[src/rtl/jk_cmd_if.sv]
// jk_cmd_if: command handshake bundle feeding jk_cmd_seq.
//   in_valid  master->slave  command present
//   in_ready  slave->master  sequencer FIFO can accept a command
//   in_cmd    master->slave  00 hold, 01 reset, 10 set, 11 toggle ({j,k})
//   in_len    master->slave  cycles to drive the command (0 behaves as 1)
interface jk_cmd_if #(
  parameter int CNT_W = 4
);
  logic             in_valid;
  logic             in_ready;
  logic [1:0]       in_cmd;
  logic [CNT_W-1:0] in_len;

  modport master (output in_valid, in_cmd, in_len, input  in_ready);
  modport slave  (input  in_valid, in_cmd, in_len, output in_ready);
endinterface

[src/rtl/jk_cmd_seq.sv]
// jk_cmd_seq: command sequencer in front of the JK flip-flop stage.
// Buffers set/reset/toggle/hold commands in a DEPTH-entry FIFO and drives the
// flop's j/k for max(len,1) cycles per command, back-to-back when queued.
// q_model tracks the downstream flop output using the same pre-edge j/k.
// Ports:
//   clk, rst_n  clock (rising edge) and asynchronous active-low reset
//   cmd         jk_cmd_if.slave command handshake (valid/ready/cmd/len)
//   j, k        registered J/K drive to the flop
//   busy        DRIVE in progress or FIFO holds a command
//   q_model     predicted flop output after the current edge
//   cmd_done    (only with JK_CMD_SEQ_STATS_EN) saturating count of finished commands
module jk_cmd_seq #(
  parameter int DEPTH = 4,
  parameter int CNT_W = 4
) (
  input  logic      clk,
  input  logic      rst_n,
  jk_cmd_if.slave   cmd,
  output logic      j,
  output logic      k,
  output logic      busy,
  output logic      q_model
`ifdef JK_CMD_SEQ_STATS_EN
  ,output logic [15:0] cmd_done
`endif
);
  localparam int AW = $clog2(DEPTH);

  typedef struct packed {
    logic [1:0]       cmd;
    logic [CNT_W-1:0] len;
  } ent_t;

  typedef enum logic {IDLE, DRIVE} state_t;

  ent_t             mem [DEPTH];
  logic [AW-1:0]    wr_ptr, rd_ptr;
  logic [AW:0]      count;
  state_t           state, state_n;
  logic [CNT_W-1:0] cnt, cnt_n;
  logic             j_n, k_n;
  logic             push, pop, done, empty;
  ent_t             head;

  // Ready depends only on the registered count: a pop in the same cycle
  // does not open a slot when full.
  assign cmd.in_ready = (count != (AW+1)'(DEPTH));
  assign push  = cmd.in_valid && cmd.in_ready;
  assign empty = (count == '0);
  assign head  = mem[rd_ptr];
  assign busy  = (state == DRIVE) || !empty;

  // FIFO storage and pointers
  always_ff @(posedge clk or negedge rst_n) begin
    if (!rst_n) begin
      for (int i = 0; i < DEPTH; i++) mem[i] <= '0;
      wr_ptr <= '0;
      rd_ptr <= '0;
      count  <= '0;
    end else begin
      if (push) begin
        mem[wr_ptr] <= '{cmd: cmd.in_cmd, len: cmd.in_len};
        wr_ptr      <= wr_ptr + AW'(1);
      end
      if (pop) rd_ptr <= rd_ptr + AW'(1);
      case ({push, pop})
        2'b10:   count <= count + (AW+1)'(1);
        2'b01:   count <= count - (AW+1)'(1);
        default: count <= count;
      endcase
    end
  end

  // Sequencer state register
  always_ff @(posedge clk or negedge rst_n) begin
    if (!rst_n) begin
      state <= IDLE;
      cnt   <= '0;
      j     <= 1'b0;
      k     <= 1'b0;
    end else begin
      state <= state_n;
      cnt   <= cnt_n;
      j     <= j_n;
      k     <= k_n;
    end
  end

  // Next state: load from the FIFO head whenever a slot opens (IDLE, or the
  // last cycle of a DRIVE) so queued commands run with no j=k=0 gap.
  always_comb begin
    state_n = state;
    cnt_n   = cnt;
    j_n     = j;
    k_n     = k;
    pop     = 1'b0;
    done    = 1'b0;
    case (state)
      IDLE: begin
        j_n   = 1'b0;
        k_n   = 1'b0;
        cnt_n = '0;
        if (!empty) begin
          pop     = 1'b1;
          state_n = DRIVE;
          {j_n, k_n} = head.cmd;
          cnt_n   = (head.len == '0) ? CNT_W'(1) : head.len;
        end
      end
      DRIVE: begin
        if (cnt == CNT_W'(1)) begin
          done = 1'b1;
          if (!empty) begin
            pop        = 1'b1;
            {j_n, k_n} = head.cmd;
            cnt_n      = (head.len == '0) ? CNT_W'(1) : head.len;
          end else begin
            state_n = IDLE;
            j_n     = 1'b0;
            k_n     = 1'b0;
            cnt_n   = '0;
          end
        end else begin
          cnt_n = cnt - CNT_W'(1);
        end
      end
      default: state_n = IDLE;
    endcase
  end

  // Shadow of the downstream flop: samples the same pre-edge j/k it does.
  always_ff @(posedge clk or negedge rst_n) begin
    if (!rst_n) begin
      q_model <= 1'b0;
    end else begin
      case ({j, k})
        2'b01:   q_model <= 1'b0;
        2'b10:   q_model <= 1'b1;
        2'b11:   q_model <= ~q_model;
        default: q_model <= q_model;
      endcase
    end
  end

`ifdef JK_CMD_SEQ_STATS_EN
  always_ff @(posedge clk or negedge rst_n) begin
    if (!rst_n)                         cmd_done <= '0;
    else if (done && cmd_done != 16'hFFFF) cmd_done <= cmd_done + 16'd1;
  end
`else
  logic unused_done;
  assign unused_done = done;
`endif
endmodule

[src/flat_wrapper.sv]
// flat-port wrapper written by rule: the top's interface ports become plain ports
module jk_cmd_seq_flat 
#(
  parameter int DEPTH = 4,
  parameter int CNT_W = 4
)
  (clk, rst_n, j, k, busy, q_model, cmd_in_valid, cmd_in_cmd, cmd_in_len, cmd_in_ready);
  jk_cmd_if #(.CNT_W(CNT_W)) cmd_i ();
  input  logic clk;
  input  logic rst_n;
  output logic j;
  output logic k;
  output logic busy;
  output logic q_model;
  input wire logic [$bits(cmd_i.in_valid)-1:0] cmd_in_valid;
  input wire logic [$bits(cmd_i.in_cmd)-1:0] cmd_in_cmd;
  input wire logic [$bits(cmd_i.in_len)-1:0] cmd_in_len;
  output wire logic [$bits(cmd_i.in_ready)-1:0] cmd_in_ready;
  assign cmd_i.in_valid = cmd_in_valid;
  assign cmd_i.in_cmd = cmd_in_cmd;
  assign cmd_i.in_len = cmd_in_len;
  assign cmd_in_ready = cmd_i.in_ready;
  jk_cmd_seq #(.DEPTH(DEPTH), .CNT_W(CNT_W)) u_core (.clk(clk), .rst_n(rst_n), .cmd(cmd_i), .j(j), .k(k), .busy(busy), .q_model(q_model));
endmodule
[config.mk]
export PLATFORM = sky130hd
export DESIGN_NAME = jk_cmd_seq_flat
export DESIGN_NICKNAME = d
export VERILOG_FILES = /design/src/rtl/jk_cmd_if.sv /design/src/rtl/jk_cmd_seq.sv /design/src/flat_wrapper.sv
export SDC_FILE = /design/constraint.sdc
export NUM_CORES = 1
export LEC_CHECK = 0
export ABC_AREA = 1
export CORE_UTILIZATION = 49
export CTS_CLUSTER_DIAMETER = 50
export CTS_CLUSTER_SIZE = 24
export DETAILED_ROUTE_END_ITERATION = 10
export PLACE_DENSITY = 0.71
export SLEW_MARGIN = 20
export SYNTH_ARGS = -nofsm -noshare
export SYNTH_HDL_FRONTEND = slang
export SYNTH_SLANG_ARGS = --single-unit
export TNS_END_PERCENT = 50
[constraint.sdc]
create_clock -name clk -period 1.9 [get_ports clk]
set_input_delay 0.38 -clock clk [delete_from_list [all_inputs] [get_ports clk]]
set_output_delay 0.38 -clock clk [all_outputs]
set_load 0.02 [all_outputs]
==> qor.tcl <==
set qor(status) {finished, final reports clean}
set qor(critical-path-slowest-cell) {clkdlybuf4s50_1}
set qor(placement.io_buffers) 13
set qor(route.vias.total) 1362
set qor(number_of_buffers_created_by_cts) 5
set qor(crit_path_max_fanout) 4
set qor(clock_latency_ps) 290
set qor(ports) 14
set qor(crit_family) {buffers and inverters}
set qor(worst_setup_path_end_kind) {primary output}
set qor(grt_setup_unrepaired) {no}
set qor(gr-total-overflow) 0
set qor(initialDrtViolationCount) 61
set qor(floorplan.die.width_um) 64.2
set qor(dominantRegCellSynth) {dfrtp_1}
set qor(pre_cts_ws_ps) -74.7
set qor(drc) 0
set qor(gp_congestion) 0.752
set qor(cts_tree) {yes}
set qor(root_buffer) {clkbuf_8}
set qor(cp_cell_sequence) {inv_2 -> nand3_4 -> clkdlybuf4s50_1}
set qor(cp.required_ps) 1520
set qor(post_synthesis_sequential_element_count) 39
set qor(power.ir.vdd_worst_v) 0.000716
set qor(power.density_nw_per_um2) 1710
set qor(die-height_um) 64.2
set qor(power.switching_fraction_pct) 40.1
set qor(critPathArrivalTime_ps) 1450
set qor(postLayoutCellArea_um2) 2240
set qor(worstHoldPathType) {primary input to async pin}
set qor(power.sequential.fraction_pct) 39.1
set qor(diodes) 0
set qor(die_area_um2) 4120
set qor(post-route-period-util_pct) 96.5
set qor(maximum_number_of_pins_on_one_net_before_global_route_repair) 22
set qor(initial_core_util_pct) 51.3
set qor(yosysSeqAreaShare_pct) 51.6
set qor(synthDistinctLibCells) 25
set qor(timing.critical_path.slowest_cell_delay_ps) 550
set qor(finalClockSkew_ps) 4.12
set qor(power_total_mw) 3.83
set qor(detail_route.vias_per_cell) 4.92
set qor(timing.max_cap.violations) 0
set qor(portion_of_total_power_attributed_to_the_clock_network_pct) 15.9
set qor(grtUsageTotal_pct) 19.0
set qor(critical_path.n_buffers_inverters) 2
set qor(wl_per_cell_um) 12.1
set qor(hpwlAfterDp_mm) 2.43
set qor(finalWorstSetupSlack_ps) 66.2
set qor(rows) 22
set qor(critPathKind) {flop to primary output}
set qor(cts_max_level) 2
set qor(clock_sinks) 39
set qor(route.final.wire_length_mm) 3.36
set qor(dpl-instance-area_um2) 2120
set qor(coreArea_um2) 3690
set qor(path_clk_slew_ps) 70
set qor(max_slew_margin_pct) 70.0
set qor(first_global_vias) 1287
set qor(synth_area_um2) 1890
set qor(postSynthNetCount) 224
set qor(switching_power_total_mw) 1.54
set qor(report.final.slew_viol_count) 0
set qor(final_net_count) 245
set qor(combinational_group_share_of_total_power_pct) 44.9
set qor(largest_buffer_count_on_any_clock_path) 2
set qor(finalWorstPathRequiredPeriod_ps) 1830
set qor(initial_antenna_violation_count) 0
set qor(final_count_of_hold_timing_violations) 0
set qor(critPathLaunchType) {flop}
set qor(synth_edf_count) 0
set qor(layout-drive-gt1-share_pct) 21.0
set qor(asyncSetResetFlopFracSynth_pct) 100
set qor(synthCells) 207
set qor(setup_viol) 0
set qor(grt_first_pass_wirelength_mm) 5.83
set qor(antenna_violating_nets_post_route) 0
set qor(areaGrowthSynthToFinish_pct) 18.2
set qor(achievable-frequency_mhz) 545
set qor(average_size_of_a_mapped_cell_um2) 9.15
set qor(final_util_pct) 60.7
set qor(post-cts-setup-buffers) 0
set qor(drt_pass1_iterations) 4
set qor(worst-slew-pin-transition_ps) 450
set qor(ctsHoldBuffers) 0
set qor(intPower_mw) 2.29
set qor(yosysWarningCount) 0
set qor(cellLeakagePower_nw) 1.07
layout make-up:
cell class / count / area, um2
Timing Repair Buffer: 21 / 193
Clock buffer: 8 / 100
Sequential cell: 39 / 976
Multi-Input combinational cell: 141 / 830
Inverter: 20 / 80.1
Fill cell: 334 / 1450
Tap cell: 48 / 60.1
worst paths after layout:
path / from / end / slack [ps] / depth (start not counted)
setup / recovery: u_core.count[0] / cmd_in_ready / 70 / 3
hold / removal: rst_n / u_core.mem[1] / 30 / 1
setup reg to reg: u_core.cnt[1] / u_core.count[2] / 90 / 12
hold reg to reg: u_core.mem[22] / u_core.mem[22] / 480 / 2
max in group asynchronous: rst_n / u_core.k / 1410 / 2
min in group clk: u_core.mem[22] / u_core.mem[22] / 480 / 2
routing by layer:
| metal | up-vias | GRT usage [%] | wire (um) |
|---|---|---|---|
| met4 | 0 | 8.61 | 72 |
| met5 | - | 0 | 0 |
| met1 | 622 | 25.1 | 1620 |
| li1 | 703 | - | - |
| met2 | 28 | 29.0 | 1520 |
| met3 | 9 | 5.36 | 145 |
cells in the mapped netlist, types with 4 or more instances:
| cell | number | area, um2 |
|---|---|---|
| ha_1 | 7 | 87.6 |
| nand3_1 | 18 | 90.1 |
| nand2_1 | 60 | 225 |
| nand2_2 | 6 | 37.5 |
| nor2_1 | 4 | 15.0 |
| inv_2 | 4 | 15.0 |
| dfrtp_1 | 39 | 976 |
| inv_1 | 15 | 56.3 |
| o21ai_1 | 16 | 80.1 |
| o21ai_2 | 8 | 70.1 |
| o21ai_0 | 7 | 35.0 |
per-stage QoR:
stage / hold WS [ps] / setup TNS, ps / cells
2_1_floorplan: 84.4 / 0 / 207
3_3_place_gp: 355 / -15.4 / 269
3_5_place_dp: 354 / -74.7 / 269
4_1_cts: 36.5 / 0 / 277
5_1_grt: 53.9 / 0 / 277
6_report: 25.0 / 0 / 277
flip-flops by register name, indices dropped and copies added, names as in the netlist:
register,count
u_core.cnt,4
u_core.count,3
u_core.j,1
u_core.k,1
u_core.mem,24
u_core.q_model,1
u_core.rd_ptr,2
u_core.state,1
u_core.wr_ptr,2
power groups by stage:
stage               combinational [mW]  clock [mW]  sequential [mW]
floorplan                         1.31           0             1.45
global placement                  1.64           0             1.49
detailed placement                1.70           0             1.50
CTS                               1.72       0.623             1.49
global route                      1.95       0.660             1.55
finish                            1.72       0.610             1.50
what timing repair did:
action | 4_1_cts | 5_1_grt
pin swaps | 0 | 2
setup endpoints to repair | 2 | 2
gates resized for setup | 4 | 4
cell families after synthesis:
kind of cell | count (synthesis) | share of synthesized area [%]
XOR/XNOR | 6 | 2.78
buffers and inverters | 27 | 7.34
AND/OR/NAND/NOR | 93 | 21.9
adder cells (fa/ha/maj) | 8 | 5.68
flip-flops | 39 | 51.6
AO/OA/AOI/OAI | 34 | 10.7
layout by cell type (no fill, tap or decap), types with 3 or more instances in the layout:
master / Yosys / routed
xor2_1: 3 / 3
nand2_2: 6 / 4
buf_4: 3 / 7
nor2_1: 4 / 3
nand2_4: 1 / 4
dfrtp_1: 39 / 39
o21ai_0: 7 / 6
nand3_1: 18 / 18
o21ai_2: 8 / 8
clkdlybuf4s50_1: 0 / 11
inv_1: 15 / 13
o21ai_1: 16 / 17
xnor2_1: 3 / 3
ha_1: 7 / 5
nand2_1: 60 / 59
inv_2: 4 / 5
clkbuf_8: 0 / 7
Power figures use the tool's default switching activity.
